`config.mk`:
```
export PLATFORM = sky130hd
export DESIGN_NAME = writeback_unit
export DESIGN_NICKNAME = d
export VERILOG_FILES = /design/src/rtl/writeback_unit.sv
export SDC_FILE = /design/constraint.sdc
export NUM_CORES = 1
export LEC_CHECK = 0
export ABC_CLOCK_PERIOD_IN_PS = 3100
export BUFFER_PORTS_ARGS = -buffer_cell sky130_fd_sc_hd__buf_2
export CAP_MARGIN = 15
export CORE_ASPECT_RATIO = 0.8
export CORE_MARGIN = 4
export CORE_UTILIZATION = 45
export DETAILED_ROUTE_END_ITERATION = 7
export PLACE_DENSITY = 0.71
export SYNTH_ARGS = -nofsm -noshare
export SYNTH_HDL_FRONTEND = slang
export SYNTH_SLANG_ARGS = --single-unit
```
`constraint.sdc`:
```
create_clock -name clk -period 3.1 [get_ports clk]
set_input_delay 0.155 -clock clk [delete_from_list [all_inputs] [get_ports clk]]
set_output_delay 0.155 -clock clk [all_outputs]
set_load 0.01 [all_outputs]
```
`src/rtl/writeback_unit.sv`:
```
// Register-file write-port producer: merges the in-order pipeline result with
// FIFO-buffered long-latency results, one registered write per cycle.
module writeback_unit #(
    parameter int DATA_W       = 32,
    parameter int ADDR_W       = 5,
    parameter int FIFO_DEPTH   = 4,
    parameter int STARVE_LIMIT = 8
) (
    input  logic                          clk,
    input  logic                          rst,
    input  logic                          alu_valid,
    input  logic [ADDR_W-1:0]             alu_rd,
    input  logic [DATA_W-1:0]             alu_data,
    input  logic                          ll_valid,
    output logic                          ll_ready,
    input  logic [ADDR_W-1:0]             ll_rd,
    input  logic [DATA_W-1:0]             ll_data,
    output logic                          regwrite,
    output logic [ADDR_W-1:0]             rd,
    output logic [DATA_W-1:0]             write_data,
    output logic                          stall_req,
    input  logic [ADDR_W-1:0]             rs1,
    input  logic [ADDR_W-1:0]             rs2,
    output logic                          busy1,
    output logic                          busy2,
    output logic [$clog2(FIFO_DEPTH):0]   fifo_count
);

    localparam int PW = $clog2(FIFO_DEPTH);
    localparam int CW = PW + 1;
    localparam int SW = $clog2(STARVE_LIMIT + 1);

    typedef enum logic [1:0] {SEL_NONE, SEL_ALU, SEL_FIFO} sel_e;

    logic [ADDR_W-1:0] mem_rd_q   [FIFO_DEPTH];
    logic [DATA_W-1:0] mem_data_q [FIFO_DEPTH];
    logic [FIFO_DEPTH-1:0] valid_q, valid_d;
    logic [PW-1:0]     wr_ptr_q, wr_ptr_d, rd_ptr_q, rd_ptr_d;
    logic [CW-1:0]     count_q, count_d;
    logic [SW-1:0]     starve_q, starve_d;
    logic              regwrite_q, regwrite_d;
    logic [ADDR_W-1:0] rd_q, rd_d;
    logic [DATA_W-1:0] wdata_q, wdata_d;

    sel_e sel;
    logic push, pop, full, empty, stall;

    assign full       = (count_q == CW'(FIFO_DEPTH));
    assign empty      = (count_q == '0);
    assign ll_ready   = !full;
    assign stall      = (starve_q >= SW'(STARVE_LIMIT)) && !empty;
    assign stall_req  = stall;
    assign fifo_count = count_q;
    assign regwrite   = regwrite_q;
    assign rd         = rd_q;
    assign write_data = wdata_q;

    // Zero-index results complete the handshake but are dropped.
    assign push = ll_valid && ll_ready && (ll_rd != '0);
    assign pop  = (sel == SEL_FIFO);

    always_comb begin
        sel = SEL_NONE;
        if (stall)
            sel = SEL_FIFO;
        else if (alu_valid)
            sel = SEL_ALU;
        else if (!empty)
            sel = SEL_FIFO;
    end

    always_comb begin
        regwrite_d = 1'b0;
        rd_d       = rd_q;
        wdata_d    = wdata_q;
        case (sel)
            SEL_ALU: begin
                if (alu_rd != '0) begin
                    regwrite_d = 1'b1;
                    rd_d       = alu_rd;
                    wdata_d    = alu_data;
                end
            end
            SEL_FIFO: begin
                regwrite_d = 1'b1;
                rd_d       = mem_rd_q[rd_ptr_q];
                wdata_d    = mem_data_q[rd_ptr_q];
            end
            default: ;
        endcase
    end

    always_comb begin
        wr_ptr_d = wr_ptr_q;
        rd_ptr_d = rd_ptr_q;
        count_d  = count_q;
        valid_d  = valid_q;
        if (push) begin
            wr_ptr_d          = wr_ptr_q + PW'(1);
            valid_d[wr_ptr_q] = 1'b1;
        end
        if (pop) begin
            rd_ptr_d          = rd_ptr_q + PW'(1);
            valid_d[rd_ptr_q] = 1'b0;
        end
        if (push && !pop)
            count_d = count_q + CW'(1);
        else if (pop && !push)
            count_d = count_q - CW'(1);
    end

    // Saturating count of cycles the pipeline wins while the buffer sits full.
    always_comb begin
        starve_d = starve_q;
        if (pop || !full)
            starve_d = '0;
        else if (sel == SEL_ALU && starve_q != SW'(STARVE_LIMIT))
            starve_d = starve_q + SW'(1);
    end

    always_comb begin
        busy1 = 1'b0;
        busy2 = 1'b0;
        for (int unsigned i = 0; i < FIFO_DEPTH; i++) begin
            if (valid_q[i] && mem_rd_q[i] == rs1) busy1 = 1'b1;
            if (valid_q[i] && mem_rd_q[i] == rs2) busy2 = 1'b1;
        end
    end

    always_ff @(posedge clk) begin
        if (push) begin
            mem_rd_q[wr_ptr_q]   <= ll_rd;
            mem_data_q[wr_ptr_q] <= ll_data;
        end
    end

    always_ff @(posedge clk) begin
        if (!rst) begin
            valid_q    <= '0;
            wr_ptr_q   <= '0;
            rd_ptr_q   <= '0;
            count_q    <= '0;
            starve_q   <= '0;
            regwrite_q <= 1'b0;
            rd_q       <= '0;
            wdata_q    <= '0;
        end else begin
            valid_q    <= valid_d;
            wr_ptr_q   <= wr_ptr_d;
            rd_ptr_q   <= rd_ptr_d;
            count_q    <= count_d;
            starve_q   <= starve_d;
            regwrite_q <= regwrite_d;
            rd_q       <= rd_d;
            wdata_q    <= wdata_d;
        end
    end

endmodule

```
; Word level (Yosys, flattened, before mapping)
; Memories as Yosys holds them, arrays and structs flattened. A register that Yosys moved wholly into a read port is not among the register bits.
; Index checks and enable logic that the tools add are counted.
[totals]
ff_bits = 53
ramBits = 148
inputBits = 88
out_inout_bits = 45
elab_cells = 96
mem_count = 2
[classes]
n_addsub = 5
n_lt_le_gt_ge = 5
n_eq_ne = 13
muxes = 31
bitwise = 4
n_reduce_logical = 28
[memory_table]
columns = name, words, width, read_ports, rd_ports_with_merged_regs, write_ports, line_no
row1 = mem_data_q, 4, 32, 1, 1, 1, 36  ; logic [DATA_W-1:0] mem_data_q [FIFO_DEPTH];
row2 = mem_rd_q, 4, 5, 5, 1, 1, 35  ; logic [ADDR_W-1:0] mem_rd_q [FIFO_DEPTH];
[ops]
columns = cell, n
row1 = $pmux 32 s2, 1
row2 = $eq 5x5->1, 8
row3 = $mux 32, 1
row4 = $logic_and 1x1->1, 16
row5 = $mux 2, 7
row6 = $mux 1, 13
row7 = $pmux 5 s2, 1
row8 = $reduce_bool 5->1, 2
row9 = $mux 4, 2
row10 = $lt 2x3->1 const B, 2
row11 = $mux 3, 2
row12 = $mux 5, 1
row13 = $add 2x1->2 const B, 2
row14 = $add 4x1->4 const B, 1
row15 = $and 4x4->4, 1
row16 = $demux 1 s2, 2
row17 = $ge 2x1->1 const B, 2
row18 = $ge 4x4->1 const B, 1
row19 = $logic_not 1->1, 4
row20 = $ne 4x4->1 const B, 1
row21 = $not 4->4, 1
row22 = $or 4x4->4, 1
row23 = $reduce_bool 2->1, 2
row24 = $add 3x1->3 const B, 1
row25 = other kinds (11), 11

; Depth between registers and ports, before layout
; Gate-level depths: netlist of the first run.
[logic_depth]
ltp_word = 8
ltp_mapped = 12
mapped_depth_nobuf = 11

; Worst setup path before layout of the first run
; No wires, ideal clock.
[synth_timing]
kind = reg-to-reg
start = register count_q[0], in the netlist fifo_count[0]
end = register count_q[2], in the netlist fifo_count[2]
setup_ns = 0.076
arrival_time_ns = 2.478
t_required_ns = 3.024
setup_slack_ns = 0.546
path_stages_with_launch = 13
n_path_buf = 1
period_less_slack_ns = 2.554
path_cell_list = dfxtp_1 -> or3_1 -> nand2_1 -> nand2_1 -> ha_1 -> buf_4 -> inv_1 -> ha_1 -> inv_1 -> fa_1 -> xor2_1 -> or3_1 -> a21boi_0
[synth_between]
elab_chain_len = 8
word_cells_on_any_way = 20
classes_between = 2 x add/sub / 2 x eq/ne / 5 x mux / 11 x reduce/logical
[synth_rtl]
columns = item, line_no
row1 = "start, declared", 39  ; logic [CW-1:0] count_q, count_d;
row2 = "start signal, assigned", 151  ; count_q <= count_d;
row3 = $logic_not 3->1, 49  ; assign empty = (count_q == '0);
row4 = $mux 2 / $logic_not 1->1 (equally long branches), n/a
row5 = $mux 2 / $logic_and 1x1->1 (equally long branches), "66, 51"
row6 = $mux 2, 64  ; if (stall)
row7 = $eq 2x2->1, 60  ; assign pop = (sel == SEL_FIFO);
row8 = $logic_not 1->1, 106  ; if (push && !pop)
row9 = $logic_and 1x1->1, 106
row10 = $mux 3 / $reduce_bool 2->1 (equally long branches), n/a
; Several ways; a longest one is shown, not always the timed one. The select of a mux whose other input is x is not followed.
; A chain may end at the register's enable or synchronous reset.

; Final worst setup path of the first run
[layout_timing]
start = register count_q[2], in the netlist fifo_count[2]
end = register count_q[2], in the netlist fifo_count[2]
; Same word-level chain as after synthesis.

==> metrics.md, run 1 <==
| Metric | Value |
|---|---|
| Largest net degree at the start of global routing | 75 |
| CTS clk-pin slew, worst paths | ~60 ps |
| Routed WL | around 18 mm |
| Critical path arrival | ~3000 ps |
| Hold Fails Final Rpt | 0 |
| Drt wl/cell | 19.0 µm |
| Synth Instances | 520 |
| Static Leakage | 3.97 nW |
| Least-Margin Pin Slew | a little over 900 ps |
| Vias after detailed routing | between 5000 and 6000 |
| Seq/Total Area, Yosys | between 60% and 70% |
| Detailed router's first-iteration violation count | 284 |
| Residual DRC | 0 |
| Mapped Avg Cell Area | between 15 and 20 µm² |
| CTS Buffer Depth | 3 |
| Drt pass-1 iters | 4 |
| Endpoint type of the worst setup path | flip-flop |
| Peak Freq | ~390 MHz |
| Die area | ~0.021 mm² |
| Initial Utilization | 45.8% |
| Final Net Count | around 800 |
| Final Critical Period | 2580 ps |
| HPWL after detailed placement | between 10 and 15 mm |
| All-Layer GR Usage | between 10% and 20% |
| Total of max-cap violations | 0 |
| Number of I/O pins | around 130 |
| Endpoints failing setup | 0 |
| Slew headroom | about two fifths |
| Vias/cell | 5.27 |
| Run status | finished clean |
| HP Class | in -> reg |
| Total power per unit cell area | 754 mW/mm² |
| CTS H-tree lvls | 1 |
| First-pass GRT wire length | 28.7 mm |
| CP Launch Type | flip-flop |
| # rows | 44 |
| CTS tree | done |
| Most frequent cells in the layout | edfxtp_1, buf_2, dlygate4sd3_1, dfxtp_1, mux2i_1 |
| Cell Area, Synth | around 0.0083 mm² |
| Post-CTS resize count | 0 |
| Clk_lat worst skew | approximately 500 ps |
| Total congestion overflow | 0 |
| Layout cell share with drive strength beyond 1 | around 30% |
| Hold_ws | between 15 and 20 ps |
| RSZ-0062 raised after global routing | no |
| CTS buffer count | 21 |
| Worst-path maximum fanout | 6 |
| Syn Nets | about 620 |
| Post-Route Setup TNS | 0 ps |
| WP data required | roughly 3500 ps |
| Die height | around 130 µm |
| Port bufs | around 130 |
| Total Power | ~8.1 mW |
| Initial antenna violation count | 0 |
| Routed Antenna Nets | 0 |
| Fin Clk Skew | around 20 ps |
| Crit Path Class | reg -> reg |
| Seq cells post-synth | between 200 and 250 |
| Period utilization | approximately 83% |
| Root buffer cell | clkbuf_16 |
| Final GP Congestion | between 0.9 and 1 |
| Die width | about 160 µm |
| Count of pins over their slew limit | 0 |
| Most common cell after layout, fill and taps aside | edfxtp_1 |
| Netlist cell types | 33 |
| Ys Warns | 0 |
| Final Cell Area | around 0.011 mm² |
| CTS sink count | 203 |
| Peak VDD IR | 0.433 mV |
| Core Region | approximately 0.018 mm² |
| Area after DPL | 0.00920 mm² |
| Area grow syn2layout | 28.7% |
| Vias in the first global route | ~5300 |
-- stage by stage --
step / std cells / util [%] / setup slack, ps
6_report: 968 / 58.9 / 516
5_1_grt: 967 / 58.9 / 375
4_1_cts: 967 / 58.9 / 521
3_5_place_dp: 859 / 50.7 / 527
3_3_place_gp: 859 / 50.7 / 681
2_1_floorplan: 520 / - / 546
-- timing repair --
action,CTS,global route
hold buffers,70,0
endpoints found under the setup margin,0,0
buffers inserted,0,0
endpoints found under the hold margin,181,0
-- final timing paths --
check                                      to  cells past startpoint  slack [ps]           from
worst min-delay path                    rd[0]                      3          20      alu_rd[0]
worst max-delay path            fifo_count[2]                     11         520  fifo_count[2]
worst max register to register  fifo_count[2]                     11         520  fifo_count[2]
worst min register to register    starve_q[1]                      2         500    starve_q[1]
-- cells by family (layout without fill, tap and decap cells) --
kind of cell	Yosys count	in the layout	synth area share, %
other	0	1	0
and+or+nand+nor	53	53	3.52
xor gates and xnor gates	47	47	4.95
buffers and inverters	39	256	2.17
AOI/OAI and AO/OA	87	87	5.64
muxes	77	77	14.8
DFF	203	203	66.7
adders and majority gates	14	14	2.20
-- sequential cells by signal (all words and copies together), names as in the netlist, 2 cells and up, named ones only --
register	count
mem_rd_q	20
wr_ptr_q	2
mem_data_q	128
fifo_count	3
rd	5
starve_q	4
valid_q	4
write_data	32
rd_ptr_q	2
-- per-layer routing --
layer	track usage, %	up-vias	share of wire (%)	routed length (µm)
met5	0	-	0	0
met4	4.25	0	1.6	292
met3	3.05	24	4.4	815
met2	30.1	153	49	9100
met1	23.6	2521	45	8190
li1	-	2402	-	-
-- Yosys cell counts --
cell | number | share of area, %
edfxtp_1 | 148 | 53
dfxtp_1 | 55 | 13
mux2i_1 | 40 | 4.8
a21oi_1 | 39 | 2.3
o21ai_0 | 38 | 2.3
mux4_2 | 37 | 10
xor2_1 | 35 | 3.7
ha_1 | 13 | 2.0
clkbuf_1 | 12 | 0.54
inv_1 | 12 | 0.54
xnor2_1 | 12 | 1.3
nand2_1 | 10 | 0.45
nand3_1 | 8 | 0.48
nor4_1 | 8 | 0.60
buf_2 | 6 | 0.36
nor2_1 | 6 | 0.27
buf_4 | 5 | 0.45
and2_1 | 4 | 0.30
and2_4 | 4 | 0.42
o211a_1 | 4 | 0.48
a31oi_1 | 3 | 0.23
buf_1 | 3 | 0.14
nor2b_1 | 3 | 0.23
or3_1 | 3 | 0.23
a21boi_0 | 2 | 0.18
and3_1 | 2 | 0.15
nand4_1 | 2 | 0.15
buf_6 | 1 | 0.14
fa_1 | 1 | 0.24
nand3b_1 | 1 | 0.090
nor3_1 | 1 | 0.060
nor3b_1 | 1 | 0.090
o311a_1 | 1 | 0.12
-- final cells by class --
cell class | count | area (µm²)
timing repair buffer | 206 | 1420
inverter | 12 | 45.0
multi-input combinational | 278 | 2610
clock buffer | 21 | 526
fill | 1374 | 7470
tap | 230 | 288
antenna | 1 | 2.50
clock inverter | 17 | 269
sequential | 203 | 5550
-- report_power, final --
part	switching (mW)	internal (mW)	total [mW]	leakage, nW
clock network	1.03	1.83	2.85	0.392
logic	0.912	0.763	1.67	1.77
registers	0.193	3.34	3.54	1.81
total	2.13	5.93	8.07	3.97
-- critical path, stage by stage (launching register included) --
cell	delay [ps]
dfxtp_1	360
or3_1	390
nand2_1	100
nand2_1	80
ha_2	210
inv_1	80
ha_1	180
inv_1	60
fa_1	380
xor2_1	180
or3_1	310
a21boi_0	180
No activity file was read; power rests on OpenSTA's default activity.
==> inputs of run 2 (changes only) <==
ABC_CLOCK_PERIOD_IN_PS = 2400   (was 3100)
clock period = 2.4 ns   (was 3.1 ns; I/O delays follow)
==> metrics.md, run 2 (synthesis gave the netlist of run 1 again) <==
| Metric | Value |
|---|---|
| Count of pins over their slew limit | 0 (unchanged) |
| Routed Antenna Nets | 0 (unchanged) |
| Fillcell total | 1374 (unchanged) |
| Placed cell count | 866 (was 859) |
| All-Layer GR Usage | 18.2% (was 17.5%) |
| Detailed router's first-iteration violation count | 349 (was 284) |
| Initial antenna violation count | 0 (unchanged) |
| WP data required | 2800 ps (was 3510 ps) |
| Static Leakage | 4.01 nW (was 3.97 nW) |
| CTS tree | done (unchanged) |
| Routed WL | 18.9 mm (was 18.4 mm) |
| Total of max-cap violations | 0 (unchanged) |
| RSZ-0062 raised after global routing | yes (was no) |
| Largest net degree at the start of global routing | 52 (was 75) |
| Critical path arrival | 2820 ps (was 2990 ps) |
| Peak VDD IR | 0.706 mV (was 0.433 mV) |
| Total congestion overflow | 0 (unchanged) |
| # rows | 44 (unchanged) |
| Residual DRC | 0 (unchanged) |
| Final Critical Period | 2420 ps (was 2580 ps) |
| Layout cell share with drive strength beyond 1 | 31.2% (was 29.6%) |
| CTS Buffer Depth | 3 (unchanged) |
| Crit Path Class | reg -> reg (unchanged) |
| Final std cells w/o fill | 981 (was 968) |
| Final Net Count | 839 (was 824) |
| Clk_lat worst skew | 490 ps (was 500 ps) |
| Vias in the first global route | 5617 (was 5295) |
| Peak Freq | 413 MHz (was 387 MHz) |
| Max FFs per register | 128 (unchanged) |
| Die height | 130 µm (unchanged) |
| Most frequent cells in the layout | edfxtp_1, buf_2, dlygate4sd3_1, dfxtp_1, mux2i_1 (unchanged) |
| CTS sink count | 203 (unchanged) |
| Fin Clk Skew | 15.0 ps (was 20.3 ps) |
| CP Launch Type | flip-flop (unchanged) |
| Slew headroom | 41.5% (was 38.1%) |
| Hold Fails Final Rpt | 0 (unchanged) |
| CTS buffer count | 20 (was 21) |
| Most common cell after layout, fill and taps aside | edfxtp_1 (unchanged) |
| Least-Margin Pin Slew | 878 ps (was 929 ps) |
| Number of I/O pins | 133 (unchanged) |
| HP Class | in -> reg (unchanged) |
| First-pass GRT wire length | 30.0 mm (was 28.7 mm) |
| Port bufs | 132 (unchanged) |
| HPWL after detailed placement | 12.0 mm (was 11.6 mm) |
| Core Region | 0.0182 mm² (unchanged) |
| Hold_ws | 6.36 ps (was 18.0 ps) |
| Worst setup margin | -20.5 ps (was 516 ps) |
| Area grow syn2layout | 29.8% (was 28.7%) |
| Endpoints failing setup | 1 (was 0) |
| Root buffer cell | clkbuf_16 (unchanged) |
| Period utilization | 101% (was 83.4%) |
| Vias after detailed routing | 5226 (was 5100) |
| Drt pass-1 iters | 5 (was 4) |
| Drt wl/cell | 19.3 µm (was 19.0 µm) |
| Run status | finished with violations (was finished clean) |
| CTS H-tree lvls | 1 (unchanged) |
| Antenna diodes | 0 (was 1) |
| Initial Utilization | 45.8% (unchanged) |
| Violated checks | negative setup slack |
| Worst-path maximum fanout | 2 (was 6) |
| CTS clk-pin slew, worst paths | 60 ps (about the same) |
| Worst slack, placed | -164 ps (was 527 ps) |
| Die width | 160 µm (unchanged) |
| Total power per unit cell area | 939 mW/mm² (was 754 mW/mm²) |
| Vias/cell | 5.33 (was 5.27) |
| Die area | 0.0207 mm² (unchanged) |
| Final GP Congestion | 0.824 (was 0.912) |
| Biggest register | mem_data_q (unchanged) |
| Endpoint type of the worst setup path | flip-flop (unchanged) |
[run 2: through the flow]
| step | setup TNS [ps] | area, µm² | power (mW) | util (%) |
|---|---|---|---|---|
| after CTS | 0 | 10800 | 10.2 | 59.3 |
| final | -20.5 | 10800 | 10.1 | 59.4 |
| after floorplan | 0 | 8340 | 6.00 | - |
| after global placement | 0 | 9300 | 6.74 | 51.2 |
| after global routing | -150 | 10800 | 10.6 | 59.4 |
| after detailed placement | -3580 | 9300 | 6.85 | 51.2 |
[run 2: worst paths after layout]
path,startpoint,endpoint,slack (ps),depth (start not counted)
hold reg to reg,starve_q[1],starve_q[1],510,2
setup reg to reg,fifo_count[0],fifo_count[2],-20,11
setup / recovery,fifo_count[0],fifo_count[2],-20,11
hold / removal,alu_rd[3],rd[3],6,3
[run 2: timing repair]
action | CTS | global route
buffers inserted | 10 | 0
hold buffers | 69 | 0
setup endpoints to repair | 38 | 37
resized for setup | 3 | 6
pin swaps | 2 | 1
hold endpoints to repair | 180 | 0
[run 2: layout make-up]
cell class	count	area (µm²)	area share, %
clock inverters	9	118	1.09
flip-flops and latches	203	5550	51.4
inverters	12	45.0	0.417
well taps	230	288	2.67
multi-input cells	278	2650	24.5
repair buffers	222	1580	14.6
clock buffers	27	568	5.26
[run 2: where the power goes]
part           leakage [nW]  internal [mW]  total (mW)  switching (mW)
registers              1.81           4.33        4.55           0.220
logic                  1.87           1.11        2.37            1.26
clock network         0.331           1.98        3.22            1.24
[run 2: worst max-delay path, cell delays in order, from the launching register on]
cell and delay, ps:
dfxtp_4 340, or3_4 410, nand2_4 70, nand2_1 70
ha_2 220, inv_2 90, ha_4 130, inv_1 50
fa_2 330, xor2_1 170, or3_1 330, a21boi_1 130
[run 2: routing by layer]
layer  global-route usage (%)  vias up  routed length [µm]  share of wire (%)
li1                         -     2434                   -                  -
met1                     24.6     2585                8230                 43
met2                     30.8      178                9260                 49
met4                     4.30        0                 303                1.6
met3                     3.69       29                1150                6.1
met5                        0        -                   0                  0
